[src/rtl/sop_pkg.sv]
`default_nettype none
// ============================================================================
// Module      : sop_pkg
// Description : Shared literal codes, FSM state encoding and literal helper
//               for the sum-of-products cover evaluator.
// Revision    : 1.0 - initial release
// ============================================================================
package sop_pkg;

    // Two-bit literal codes carried per input in a cube row
    localparam logic [1:0] LIT_DC   = 2'b00;  // '-' don't care
    localparam logic [1:0] LIT_ONE  = 2'b01;  // input must be 1
    localparam logic [1:0] LIT_ZERO = 2'b10;  // input must be 0
    localparam logic [1:0] LIT_VOID = 2'b11;  // malformed literal, never matches

    // Evaluator FSM encoding
    typedef enum logic [1:0] {
        ST_IDLE = 2'b00,
        ST_EVAL = 2'b01,
        ST_DONE = 2'b10
    } state_e;

    // Does a single literal accept the given input value
    function automatic logic lit_ok(input logic [1:0] lit, input logic v);
        logic ok;
        case (lit)
            LIT_DC:   ok = 1'b1;
            LIT_ONE:  ok = v;
            LIT_ZERO: ok = ~v;
            default:  ok = 1'b0;
        endcase
        return ok;
    endfunction

endpackage
`default_nettype wire

[src/rtl/sop_cube_match.sv]
`default_nettype none
// ============================================================================
// Module      : sop_cube_match
// Description : Combinational match of one cube row against an input vector.
//               match is the AND of all literals; void_seen flags any void
//               literal in the row.
// Revision    : 1.0 - initial release
// ============================================================================
module sop_cube_match
    import sop_pkg::*;
#(
    parameter int N_IN = 8
) (
    input  logic [N_IN-1:0]   vec,
    input  logic [2*N_IN-1:0] cube,
    output logic              match,
    output logic              void_seen
);

    // AND every literal and OR-reduce the void flags across the row
    always_comb begin
        match     = 1'b1;
        void_seen = 1'b0;
        for (int i = 0; i < N_IN; i++) begin
            if (!lit_ok(cube[2*i +: 2], vec[i])) begin
                match = 1'b0;
            end
            if (cube[2*i +: 2] == LIT_VOID) begin
                void_seen = 1'b1;
            end
        end
    end

endmodule
`default_nettype wire

[src/rtl/sop_cover_eval.sv]
`default_nettype none
// ============================================================================
// Module      : sop_cover_eval
// Description : Streams cube rows of a single-output SOP cover, ORs matching
//               cubes against a latched input vector and returns the net
//               value with ON-set / OFF-set polarity applied.
//               Optional macro SOP_HIT_COUNT_EN enables a saturating count of
//               matching cubes on res_hits (tied to 0 when undefined).
// Revision    : 1.0 - initial release
// ============================================================================
module sop_cover_eval
    import sop_pkg::*;
#(
    parameter int N_IN  = 8,
    parameter int CNT_W = 8
) (
    input  logic              clk,
    input  logic              rst,          // asynchronous, active low
    input  logic              start_valid,
    output logic              start_ready,
    input  logic [N_IN-1:0]   start_vec,
    input  logic              start_pol,
    input  logic              start_empty,
    input  logic              cube_valid,
    output logic              cube_ready,
    input  logic [2*N_IN-1:0] cube_data,
    input  logic              cube_last,
    output logic              res_valid,
    input  logic              res_ready,
    output logic              res_value,
    output logic              res_err,
    output logic [CNT_W-1:0]  res_hits
);

    state_e            state_q, state_d;
    logic [N_IN-1:0]   vec_q, vec_d;
    logic              pol_q, pol_d;
    logic              acc_q, acc_d;
    logic              err_q, err_d;
    logic              res_value_q, res_value_d;

    logic              w_match;
    logic              w_void;
    logic              w_acc_any;
    logic              w_start_fire;
    logic              w_cube_fire;

    // Cube row is always matched against the latched vector
    sop_cube_match #(
        .N_IN (N_IN)
    ) u_cube_match (
        .vec       (vec_q),
        .cube      (cube_data),
        .match     (w_match),
        .void_seen (w_void)
    );

    // Handshake qualifiers and running OR including the current row
    always_comb begin
        w_start_fire = (state_q == ST_IDLE) && start_valid;
        w_cube_fire  = (state_q == ST_EVAL) && cube_valid;
        w_acc_any    = acc_q | w_match;
    end

    // Next-state and datapath update; all values hold by default
    always_comb begin
        state_d     = state_q;
        vec_d       = vec_q;
        pol_d       = pol_q;
        acc_d       = acc_q;
        err_d       = err_q;
        res_value_d = res_value_q;
        case (state_q)
            ST_IDLE: begin
                if (start_valid) begin
                    vec_d       = start_vec;
                    pol_d       = start_pol;
                    acc_d       = 1'b0;
                    err_d       = 1'b0;
                    res_value_d = 1'b0;
                    // An empty cover is constant 0 whatever the polarity
                    state_d     = start_empty ? ST_DONE : ST_EVAL;
                end
            end
            ST_EVAL: begin
                if (cube_valid) begin
                    acc_d = w_acc_any;
                    err_d = err_q | w_void;
                    if (cube_last) begin
                        res_value_d = pol_q ? w_acc_any : ~w_acc_any;
                        state_d     = ST_DONE;
                    end
                end
            end
            ST_DONE: begin
                if (res_ready) begin
                    state_d = ST_IDLE;
                end
            end
            default: begin
                state_d = ST_IDLE;
            end
        endcase
    end

    // State and datapath registers
    always_ff @(posedge clk or negedge rst) begin
        if (!rst) begin
            state_q     <= ST_IDLE;
            vec_q       <= '0;
            pol_q       <= 1'b0;
            acc_q       <= 1'b0;
            err_q       <= 1'b0;
            res_value_q <= 1'b0;
        end else begin
            state_q     <= state_d;
            vec_q       <= vec_d;
            pol_q       <= pol_d;
            acc_q       <= acc_d;
            err_q       <= err_d;
            res_value_q <= res_value_d;
        end
    end

`ifdef SOP_HIT_COUNT_EN
    localparam logic [CNT_W-1:0] C_HITS_MAX = {CNT_W{1'b1}};

    logic [CNT_W-1:0] hits_q, hits_d;

    // Saturating count of matching rows, cleared when a new cover starts
    always_comb begin
        hits_d = hits_q;
        if (w_start_fire) begin
            hits_d = '0;
        end else if (w_cube_fire && w_match && (hits_q != C_HITS_MAX)) begin
            hits_d = hits_q + CNT_W'(1);
        end
    end

    // Hit counter register
    always_ff @(posedge clk or negedge rst) begin
        if (!rst) begin
            hits_q <= '0;
        end else begin
            hits_q <= hits_d;
        end
    end

    assign res_hits = hits_q;
`else
    assign res_hits = '0;
`endif

    // Handshake and result outputs come straight from registers
    assign start_ready = (state_q == ST_IDLE);
    assign cube_ready  = (state_q == ST_EVAL);
    assign res_valid   = (state_q == ST_DONE);
    assign res_value   = res_value_q;
    assign res_err     = err_q;

endmodule
`default_nettype wire

[config.mk]
export PLATFORM = sky130hd
export DESIGN_NAME = sop_cover_eval
export DESIGN_NICKNAME = d
export VERILOG_FILES = /design/src/rtl/sop_pkg.sv /design/src/rtl/sop_cube_match.sv /design/src/rtl/sop_cover_eval.sv
export SDC_FILE = /design/constraint.sdc
export NUM_CORES = 1
export LEC_CHECK = 0
export ABC_AREA = 1
export CAP_MARGIN = 10
export CORE_MARGIN = 3
export CORE_UTILIZATION = 52
export CTS_CLUSTER_DIAMETER = 40
export CTS_CLUSTER_SIZE = 10
export DETAILED_ROUTE_END_ITERATION = 10
export DONT_BUFFER_PORTS = 1
export PLACE_DENSITY = 0.77
export SLEW_MARGIN = 20
export SYNTH_ARGS = -nofsm -noshare
export SYNTH_HDL_FRONTEND = slang
export SYNTH_SLANG_ARGS = --single-unit
[constraint.sdc]
create_clock -name clk -period 1.2 [get_ports clk]
set_clock_uncertainty 0.15 [all_clocks]
set_input_delay 0.12 -clock clk [delete_from_list [all_inputs] [get_ports clk]]
set_output_delay 0.12 -clock clk [all_outputs]
set_load 0.005 [all_outputs]
==> results.md <==
* Fin crit period at 1.466 ns
* Status: finished, violations left
* Synthesized netlist cell count at 142
* Routed wire length per instance at 13.27 um
* #FFs+latches synth at 14
* Initial Util at 0.5817
* Dpl ws at -0.1413 ns
* Syn Area/Cell at 6.459 um^2
* Worst min path class: input port to register
* Total GRT Usage at 0.2354
* Most common cell in the netlist: nand2_1
* YS warnings at 0
* Area leader, netlist: dfrtp_1
* I/O Pins at 45
* Grt total ovfl at 0
* Via count at 960
* Core box area at between 1500 and 2000 um^2
* First-pass GRT wire length at 3.650 mm
* Post-Route WL at 2.534 mm
* Crit Path Class: register to register
* Final worst-path setup slack at -0.2658 ns
* Max Transition Viols Final at 0
* Die area at 2304 um^2
* Crit Path Max Fanout at 5
* Commonest cells in the netlist: 52 x nand2_1, 29 x inv_1, 14 x dfrtp_1, 11 x o21ai_0, 10 x nor2_1
* DRC viols at 0
* Antenna cells at 0
* Worst-path clk slew at 0.08 ns
* Initial DRC Count at 14
* Layout Utilization at 0.7905
* Die height at 48.00 um
* Multi-input logic area at about 430 um^2
* Max frequency at 682.2 MHz
* Sequential fraction of the synthesis area at 0.3820
* Ys flop type: dfrtp_1
* Layout area overhead at 35.88%
* Number of synthesized flops with an enable pin at 0
* H-Tree Depth at 1
* Post-synthesis cell type count at 17
* VDD IR-drop max at 1.436 mV
* GP Congestion at 0.7770
* Least-Margin Pin Slew at 0.6617 ns
* Crit path DAT at 1.47 ns
* Crit path capture type: register
* PD cells at around 2000 nW/um^2
* Layout fillers at between 100 and 150
* # port buffers at 0
* Leak Pwr at around 0.7 nW
* Initial antenna violation count at 0
* TritonCTS Buffers at 3
* Failing checks: negative setup slack
* Startpoint class of the critical path: register
* Die Span X at about 48 um
* Synthesized area at 917.1 um^2
* Via/cell ratio at about 5.0
* Synth top area share at 0.3820
* Top post-synthesis cells by area: dfrtp_1 38%, nand2_1 21%, inv_1 12%
* Std cell rows at 14
* Relative slew slack at 0.5574
* Async S/R FF share, synth at 1.000
* RSZ-0062 raised after global routing: yes
* Setup TNS at -1.981 ns
* Root buffer cell: clkbuf_4
* Critical Path RT at ~1.2 ns
* DR pass1 iterations at 4
* Num Clock Sinks at 14
* Max Root-Sink Buffers at 2
* Fraction of layout cells with a size suffix above 1 at 0.1943
* Max cap viols at 0
* Latest clock arrival within the worst-skew pair at 0.28 ns
* Largest net degree at the start of global routing at 18
* Antenna-violating nets left at 0
* CTS tree: built
* Fin nets at between 200 and 250
* FF+latch area at 352.8 um^2
* DP HPWL at 1.542 mm
* Number of global-route vias before repair at 920
* Final hold violation count at 0
* Final period util at 1.221
* Setup Viol. Count Final at 17
[metrics by stage]
stage               instance area [um^2]  cells  total power (W)  hold WS [ns]
floorplan                          945.9    149         0.001428       -0.3256
global placement                   984.7    168         0.001754       -0.3252
detailed placement                 984.7    168         0.001803       -0.3252
CTS                                 1207    189         0.002359      -0.02628
global route                        1246    191         0.002684       0.02947
finish                              1246    191         0.002495      0.005496
[per-layer routing]
layer | global-route usage | share of wire | vias up
met3 | 0.06015 | 0.069 | 8
met2 | 0.4406 | 0.56 | 49
met4 | 0.1183 | 0.025 | 0
met1 | 0.2356 | 0.34 | 432
li1 | - | - | 471
met5 | 0 | 0 | -
[power breakdown]
part           switching [W]  internal [W]  leakage, nW  total, W
registers           0.000172      0.000681        0.174  0.000853
clock network       0.000157      0.000185       0.0210  0.000341
logic               0.000652      0.000649        0.523   0.00130
[path summary, 6_finish.rpt]
check / start / to / slack, ns / cells past startpoint
max: state_q[0]$_DFFE_PN0P_ / state_q[0]$_DFFE_PN0P_ / -0.27 / 5
min: start_valid / state_q[1]$_DFFE_PN0P_ / 0.005 / 2
max reg2reg: state_q[0]$_DFFE_PN0P_ / state_q[0]$_DFFE_PN0P_ / -0.27 / 5
min reg2reg: res_value$_DFFE_PN0P_ / res_value$_DFFE_PN0P_ / 0.39 / 2
max in group asynchronous: rst / state_q[0]$_DFFE_PN0P_ / 0.28 / 1
min in group asynchronous: rst / acc_q$_DFFE_PN0P_ / 0.16 / 1
[flip-flops by register name (all words and copies together) (netlist names)]
signal	flops
acc_q	1
pol_q	1
vec_q	8
res_err	1
res_value	1
state_q	2
[layout by cell type, fill, tap and decap left out, drive strengths merged]
master,netlist,routed
conb,1,8
dfrtp,14,14
nand2,55,55
dlygate4sd3,0,15
o31ai,1,1
clkbuf,0,4
o211ai,1,1
nor2,12,12
buf,9,16
o21ai,12,12
nor3,1,1
inv,30,29
nand3,6,6
clkinv,0,1
[timing repair]
| action | in CTS | in global routing |
|---|---|---|
| hold buffers | 14 | 1 |
| gates resized for setup | 12 | 6 |
| buffers inserted | 3 | 1 |
| setup endpoints to repair | 17 | 17 |
| pin swaps | 4 | 5 |
| hold endpoints to repair | 28 | 11 |
[layout make-up]
| cell class | count | area share |
|---|---|---|
| Clock buffer | 4 | 0.02912 |
| Inverter | 30 | 0.1024 |
| Multi-Input combinational cell | 96 | 0.3434 |
| Sequential cell | 14 | 0.2831 |
| Tap cell | 16 | 0.01606 |
| Timing Repair Buffer | 31 | 0.2259 |
[cells by family (layout without fill, tap and decap cells)]
| group | count (synthesis) | count (layout) | share of synthesized area |
|---|---|---|---|
| AOI/OAI and AO/OA | 14 | 14 | 0.08185 |
| buffers and inverters | 39 | 65 | 0.2005 |
| DFF | 14 | 14 | 0.3820 |
| other | 1 | 8 | 0.004089 |
| and+or+nand+nor | 74 | 74 | 0.3315 |
[critical path, cell delays in order, from the launching register on]
cell and delay, ns:
dfrtp_2 0.47, nor2_4 0.15, buf_6 0.13, inv_4 0.04
o211ai_1 0.27, o31ai_1 0.14
No activity file was read; power rests on OpenSTA's default activity.
